$ cat src/rtl/pipe_addsub.sv
// Pipelined WIDTH-bit adder/subtractor (ADC/SBC) with NZCV-style flags.
// Each stage resolves one CHUNK of bits, LSB chunk first; carries travel between stages in registers.
module pipe_addsub #(
  parameter int WIDTH  = 32,
  parameter int STAGES = 4
) (
  input  logic             clk,
  input  logic             reset_n,
  input  logic             in_valid,
  output logic             in_ready,
  input  logic [WIDTH-1:0] a,
  input  logic [WIDTH-1:0] b,
  input  logic             ci,
  input  logic             sub,
  output logic             out_valid,
  input  logic             out_ready,
  output logic [WIDTH-1:0] s,
  output logic             co,
  output logic             ov,
  output logic             z,
  output logic             n
);

  localparam int CHUNK = WIDTH / STAGES;
  localparam int LAST  = STAGES - 1;

  // Ripple one chunk bit by bit; returns {carry_out, carry_into_msb, sum}.
  function automatic logic [CHUNK+1:0] chunk_add(
    input logic [CHUNK-1:0] x,
    input logic [CHUNK-1:0] y,
    input logic             cin
  );
    logic [CHUNK-1:0] sum;
    logic             c;
    logic             c_msb;
    sum   = '0;
    c     = cin;
    c_msb = cin;
    for (int j = 0; j < CHUNK; j++) begin
      c_msb  = c;
      sum[j] = x[j] ^ y[j] ^ c;
      c      = (x[j] & y[j]) | (c & (x[j] ^ y[j]));
    end
    return {c, c_msb, sum};
  endfunction

  logic [STAGES-1:0] valid_reg, valid_next;
  logic [STAGES-1:0] carry_reg, carry_next;
  logic [STAGES-1:0] zero_reg, zero_next;
  logic [STAGES-1:0] ov_reg, ov_next;
  logic [WIDTH-1:0]  sum_reg   [STAGES];
  logic [WIDTH-1:0]  sum_next  [STAGES];
  // Unresolved operand bits, shifted down so each stage consumes the low CHUNK.
  logic [WIDTH-1:0]  a_rem_reg [STAGES];
  logic [WIDTH-1:0]  a_rem_next[STAGES];
  logic [WIDTH-1:0]  b_rem_reg [STAGES];
  logic [WIDTH-1:0]  b_rem_next[STAGES];
  logic [WIDTH-1:0]  b_eff;
  logic              adv;

  assign adv      = !valid_reg[LAST] || out_ready;
  assign in_ready = adv;

  always_comb begin
    logic [CHUNK+1:0] r;
    b_eff = sub ? ~b : b;

    r             = chunk_add(a[CHUNK-1:0], b_eff[CHUNK-1:0], ci);
    sum_next[0]   = '0;
    sum_next[0][CHUNK-1:0] = r[CHUNK-1:0];
    carry_next[0] = r[CHUNK+1];
    ov_next[0]    = r[CHUNK+1] ^ r[CHUNK];
    zero_next[0]  = (r[CHUNK-1:0] == '0);
    a_rem_next[0] = a >> CHUNK;
    b_rem_next[0] = b_eff >> CHUNK;
    valid_next[0] = in_valid;

    for (int k = 1; k < STAGES; k++) begin
      r             = chunk_add(a_rem_reg[k-1][CHUNK-1:0], b_rem_reg[k-1][CHUNK-1:0],
                                carry_reg[k-1]);
      sum_next[k]   = sum_reg[k-1];
      sum_next[k][k*CHUNK +: CHUNK] = r[CHUNK-1:0];
      carry_next[k] = r[CHUNK+1];
      ov_next[k]    = r[CHUNK+1] ^ r[CHUNK];
      zero_next[k]  = zero_reg[k-1] & (r[CHUNK-1:0] == '0);
      a_rem_next[k] = a_rem_reg[k-1] >> CHUNK;
      b_rem_next[k] = b_rem_reg[k-1] >> CHUNK;
      valid_next[k] = valid_reg[k-1];
    end
  end

  // Payload only loads behind a valid bit, so bubbles leave the last flags untouched.
  always_ff @(posedge clk or negedge reset_n) begin
    if (!reset_n) begin
      valid_reg <= '0;
      carry_reg <= '0;
      zero_reg  <= '0;
      ov_reg    <= '0;
      for (int k = 0; k < STAGES; k++) begin
        sum_reg[k]   <= '0;
        a_rem_reg[k] <= '0;
        b_rem_reg[k] <= '0;
      end
    end else if (adv) begin
      valid_reg <= valid_next;
      for (int k = 0; k < STAGES; k++) begin
        if (valid_next[k]) begin
          sum_reg[k]   <= sum_next[k];
          carry_reg[k] <= carry_next[k];
          zero_reg[k]  <= zero_next[k];
          ov_reg[k]    <= ov_next[k];
          a_rem_reg[k] <= a_rem_next[k];
          b_rem_reg[k] <= b_rem_next[k];
        end
      end
    end
  end

  assign out_valid = valid_reg[LAST];
  assign s         = sum_reg[LAST];
  assign co        = carry_reg[LAST];
  assign ov        = ov_reg[LAST];
  assign z         = zero_reg[LAST];
  assign n         = sum_reg[LAST][WIDTH-1];

endmodule
$ cat config.mk
export PLATFORM = sky130hd
export DESIGN_NAME = pipe_addsub
export DESIGN_NICKNAME = d
export VERILOG_FILES = /design/src/rtl/pipe_addsub.sv
export SDC_FILE = /design/constraint.sdc
export NUM_CORES = 1
export LEC_CHECK = 0
export BUFFER_PORTS_ARGS = -buffer_cell sky130_fd_sc_hd__buf_2
export CAP_MARGIN = 15
export CORE_MARGIN = 5
export CORE_UTILIZATION = 30
export DETAILED_ROUTE_END_ITERATION = 7
export PLACE_DENSITY_LB_ADDON = 0.25
export SLEW_MARGIN = 20
export SYNTH_ARGS = -nofsm -noshare
export SYNTH_HDL_FRONTEND = slang
export SYNTH_SLANG_ARGS = --single-unit
$ cat constraint.sdc
create_clock -name clk -period 4 [get_ports clk]
set_input_delay 0.4 -clock clk [delete_from_list [all_inputs] [get_ports clk]]
set_output_delay 0.4 -clock clk [all_outputs]
set_load 0.005 [all_outputs]
==> results by group <==
Floorplanning
  • Initial Util: 0.306
  • Rows: 60
  • Die area: 0.0310 mm²
  • Die Y-Extent: 176 µm
  • Core area: about 0.027 mm²
  • Die extent in x: around 180 µm
  • I/O pin cnt: 108

Timing
  • Setup TNS Final: 0 ns
  • Max_slew headroom: 0.318
  • RSZ-0062 raised after global routing: no
  • Slew @ Worst Pin: a little over 1 ns
  • Endpoints failing setup: 0
  • Clock skew: approximately 0.011 ns
  • Hold Slack: 0.199 ns
  • Final Critical Period: 3.89 ns
  • Fmax: 0.257 GHz
  • Final period util: 0.971
  • Final Max Tran Viols: 0
  • Final hold vios: 0

Placed design
  • Gpl congestion: 0.791
  • Placed instance count: 1000
  • HPWL reported at the end of detailed placement: 12600 µm
  • # port buffers: between 100 and 150

Min path
  • Worst Hold Class: input pin to register
  • Hold path startpoint: a[27]
  • Hold EP: a_rem_next[75]
  • Min-Delay Path Depth: 2

Synth
  • Synth top area cells: dfrtp_1, mux2_2, fa_1
  • Synthesized area: 0.00827 mm²
  • Sequential fraction of the synthesis area: 0.572
  • Largest area contributor in the netlist: dfrtp_1
  • Syn_area_per_cell: 14.4 µm²
  • Syn Nets: slightly below 700
  • Synthesized instance count: between 500 and 600
  • Top cell type's share of synthesized area: 0.572
  • Yosys cell types: 28
  • Synthesized flop and latch total: 189
  • Synth Warn #: 0

Critical path
  • Crit path top cell by count: fa_1
  • Reg2reg start: carry_reg[2]
  • Critical path arrival: 4.17 ns
  • Reg-to-reg setup timing slack: between 0.1 and 0.15 ns
  • Crit Path Max Fanout: 2
  • Worst Path Class, Setup: register to register
  • Reg2Reg Depth: 13
  • CP max stage delay: 0.43 ns
  • Critical Path Start: carry_reg[2]
  • Data required, critical path: around 4.3 ns
  • Setup crit start kind: register
  • Cell Chain, Critical Path: fa_2 > fa_1 > fa_1 > fa_1 > inv_1 > fa_1 > inv_1 > fa_1 > fa_1 > inv_1 > fa_1 > nand2_1 > o41ai_2
  • RR Endpoint: zero_reg[3]
  • CP endpoint kind: register
  • Critical path's slowest cell: fa_1

Clock tree
  • Clock sinks: 189
  • TritonCTS clock tree: built
  • Skew-Pair Late Insertion Delay: between 0.4 and 0.5 ns
  • Clock root buffer: clkbuf_16
  • Post-CTS Repair Setup Buffers: 0
  • Depth of the CTS H-tree: 4
  • CTS Buf Count: 17
  • Clock tree buffer depth: 2
  • Clock-pin slew on the worst setup and hold paths: 0.07 ns

Drt
  • DR WL/cell: roughly 17 µm
  • Vias: 4663
  • DRT Wirelength: ~18000 µm
  • Via density per instance: about 4.5
  • Final antenna-violating net count: 0
  • DR iter-0 viols: 214
  • Drt drc: 0
  • TritonRoute pass-1 iters: 4

Global route
  • Initial antenna violation count: 0
  • Total GRT Usage: 0.121
  • Vias in the first global route: about 5200
  • GRT overflow: 0
  • Pin count of the biggest net entering global routing: approximately 130
  • Global-route wire length before repair: 29300 µm

Cells and area
  • Commonest non-fill, non-tap cell in the layout: dfrtp_1
  • Most frequent cells in the layout: dfrtp_1, mux2_2, buf_2, a21oi_1, o21ai_0
  • Largest register FFs: between 40 and 50
  • Layout Nets: between 700 and 800
  • Share of cells above drive strength 1: 0.436
  • # diodes: 0
  • Area Overhead vs Synth: 17.6%
  • Final non-filler cell total: 1033
  • Fillers: 2652

Power and ir drop
  • Worst VDD drop: 0.000307 V
  • Clock share of power: 0.206
  • Internal power: just over 5 mW
  • Pwr/cell area: between 700 and 800 mW/mm²
  • Register share of total power: 0.425
  • Comb pwr share: 0.369
  • Sw Share: 0.337
  • Pleak: 4.33 nW
  • Net Switching: 2.59 mW

Outcome
  • Status: complete, no violations

Flow run
  • MaxCap Viol Count: 0
[per-layer routing]
layer,GRT usage,wire length (µm)
met1,0.168,8610
met2,0.190,8430
met3,0.0242,431
met4,0.0393,283
met5,0,0
[cells by family after synthesis]
logic type                 after synthesis  share of synthesized area
AOI/OAI and AO/OA                       86                     0.0543
muxes                                  141                      0.201
xor gates and xnor gates                33                     0.0350
buffers and inverters                   70                     0.0425
DFF                                    189                      0.572
adders and majority gates               32                     0.0775
and+or+nand+nor                         24                     0.0171
[worst max-delay path: cells and delay by family, from the launching register on]
family	cells	cell delay [ns]
and+or+nand+nor	1	0.09
adders and majority gates	8	2.97
AOI/OAI and AO/OA	1	0.06
DFF	1	0.41
buffers and inverters	3	0.21
[power groups by stage]
stage | sequential [mW] | combinational, mW | clock [mW]
floorplan | 3.16 | 2.05 | 0
global placement | 3.28 | 2.80 | 0
detailed placement | 3.33 | 2.88 | 0
CTS | 3.29 | 2.90 | 1.64
global route | 3.39 | 3.19 | 1.72
finish | 3.27 | 2.85 | 1.59
[Yosys cell counts]
library cell,instances
dfrtp_1,189
mux2_2,114
a21oi_1,44
o21ai_0,39
inv_1,38
fa_1,32
xnor2_1,27
mux2_4,22
buf_2,9
clkbuf_1,9
buf_6,7
buf_4,6
nand3_1,6
xor2_1,6
mux2i_1,5
nand2_1,5
nand2_2,3
nor4_1,3
nand3b_1,2
and2_4,1
inv_4,1
nand4b_1,1
nor2b_2,1
nor3_1,1
nor4b_1,1
o2bb2ai_1,1
o41ai_1,1
o41ai_2,1
[how the worst max path moves through the flow]
stage,endpoint,cells past startpoint
finish,zero_reg[3],13
global route,zero_reg[1],13
CTS,zero_reg[3],13
detailed placement,zero_reg[0],16
global placement,zero_reg[0],16
floorplan,zero_reg[0],17
[through the flow]
stage / utilization / power [mW] / worst slack, ns / cell area [µm²]
detailed placement: 0.338 / 6.20 / -0.160 / 9120
global placement: 0.338 / 6.08 / -0.0731 / 9120
global route: 0.360 / 8.30 / 0.0178 / 9720
CTS: 0.358 / 7.83 / 0.0705 / 9680
floorplan: - / 5.21 / -0.0408 / 8310
finish: 0.360 / 7.71 / 0.114 / 9720
[layout make-up]
cell class,count,area [µm²],share of cell area
sequential,189,4730,0.486
multi-input combinational,316,3220,0.331
timing repair buffer,117,643,0.0661
tap,341,427,0.0439
clock buffer,17,425,0.0438
inverter,39,149,0.0153
clock inverter,14,129,0.0133
[repair_timing]
item	CTS	global route
hold endpoints to repair	0	43
gates resized for setup	0	4
hold buffers	0	1
setup endpoints to repair	0	4
No activity file was read; power rests on OpenSTA's default activity.
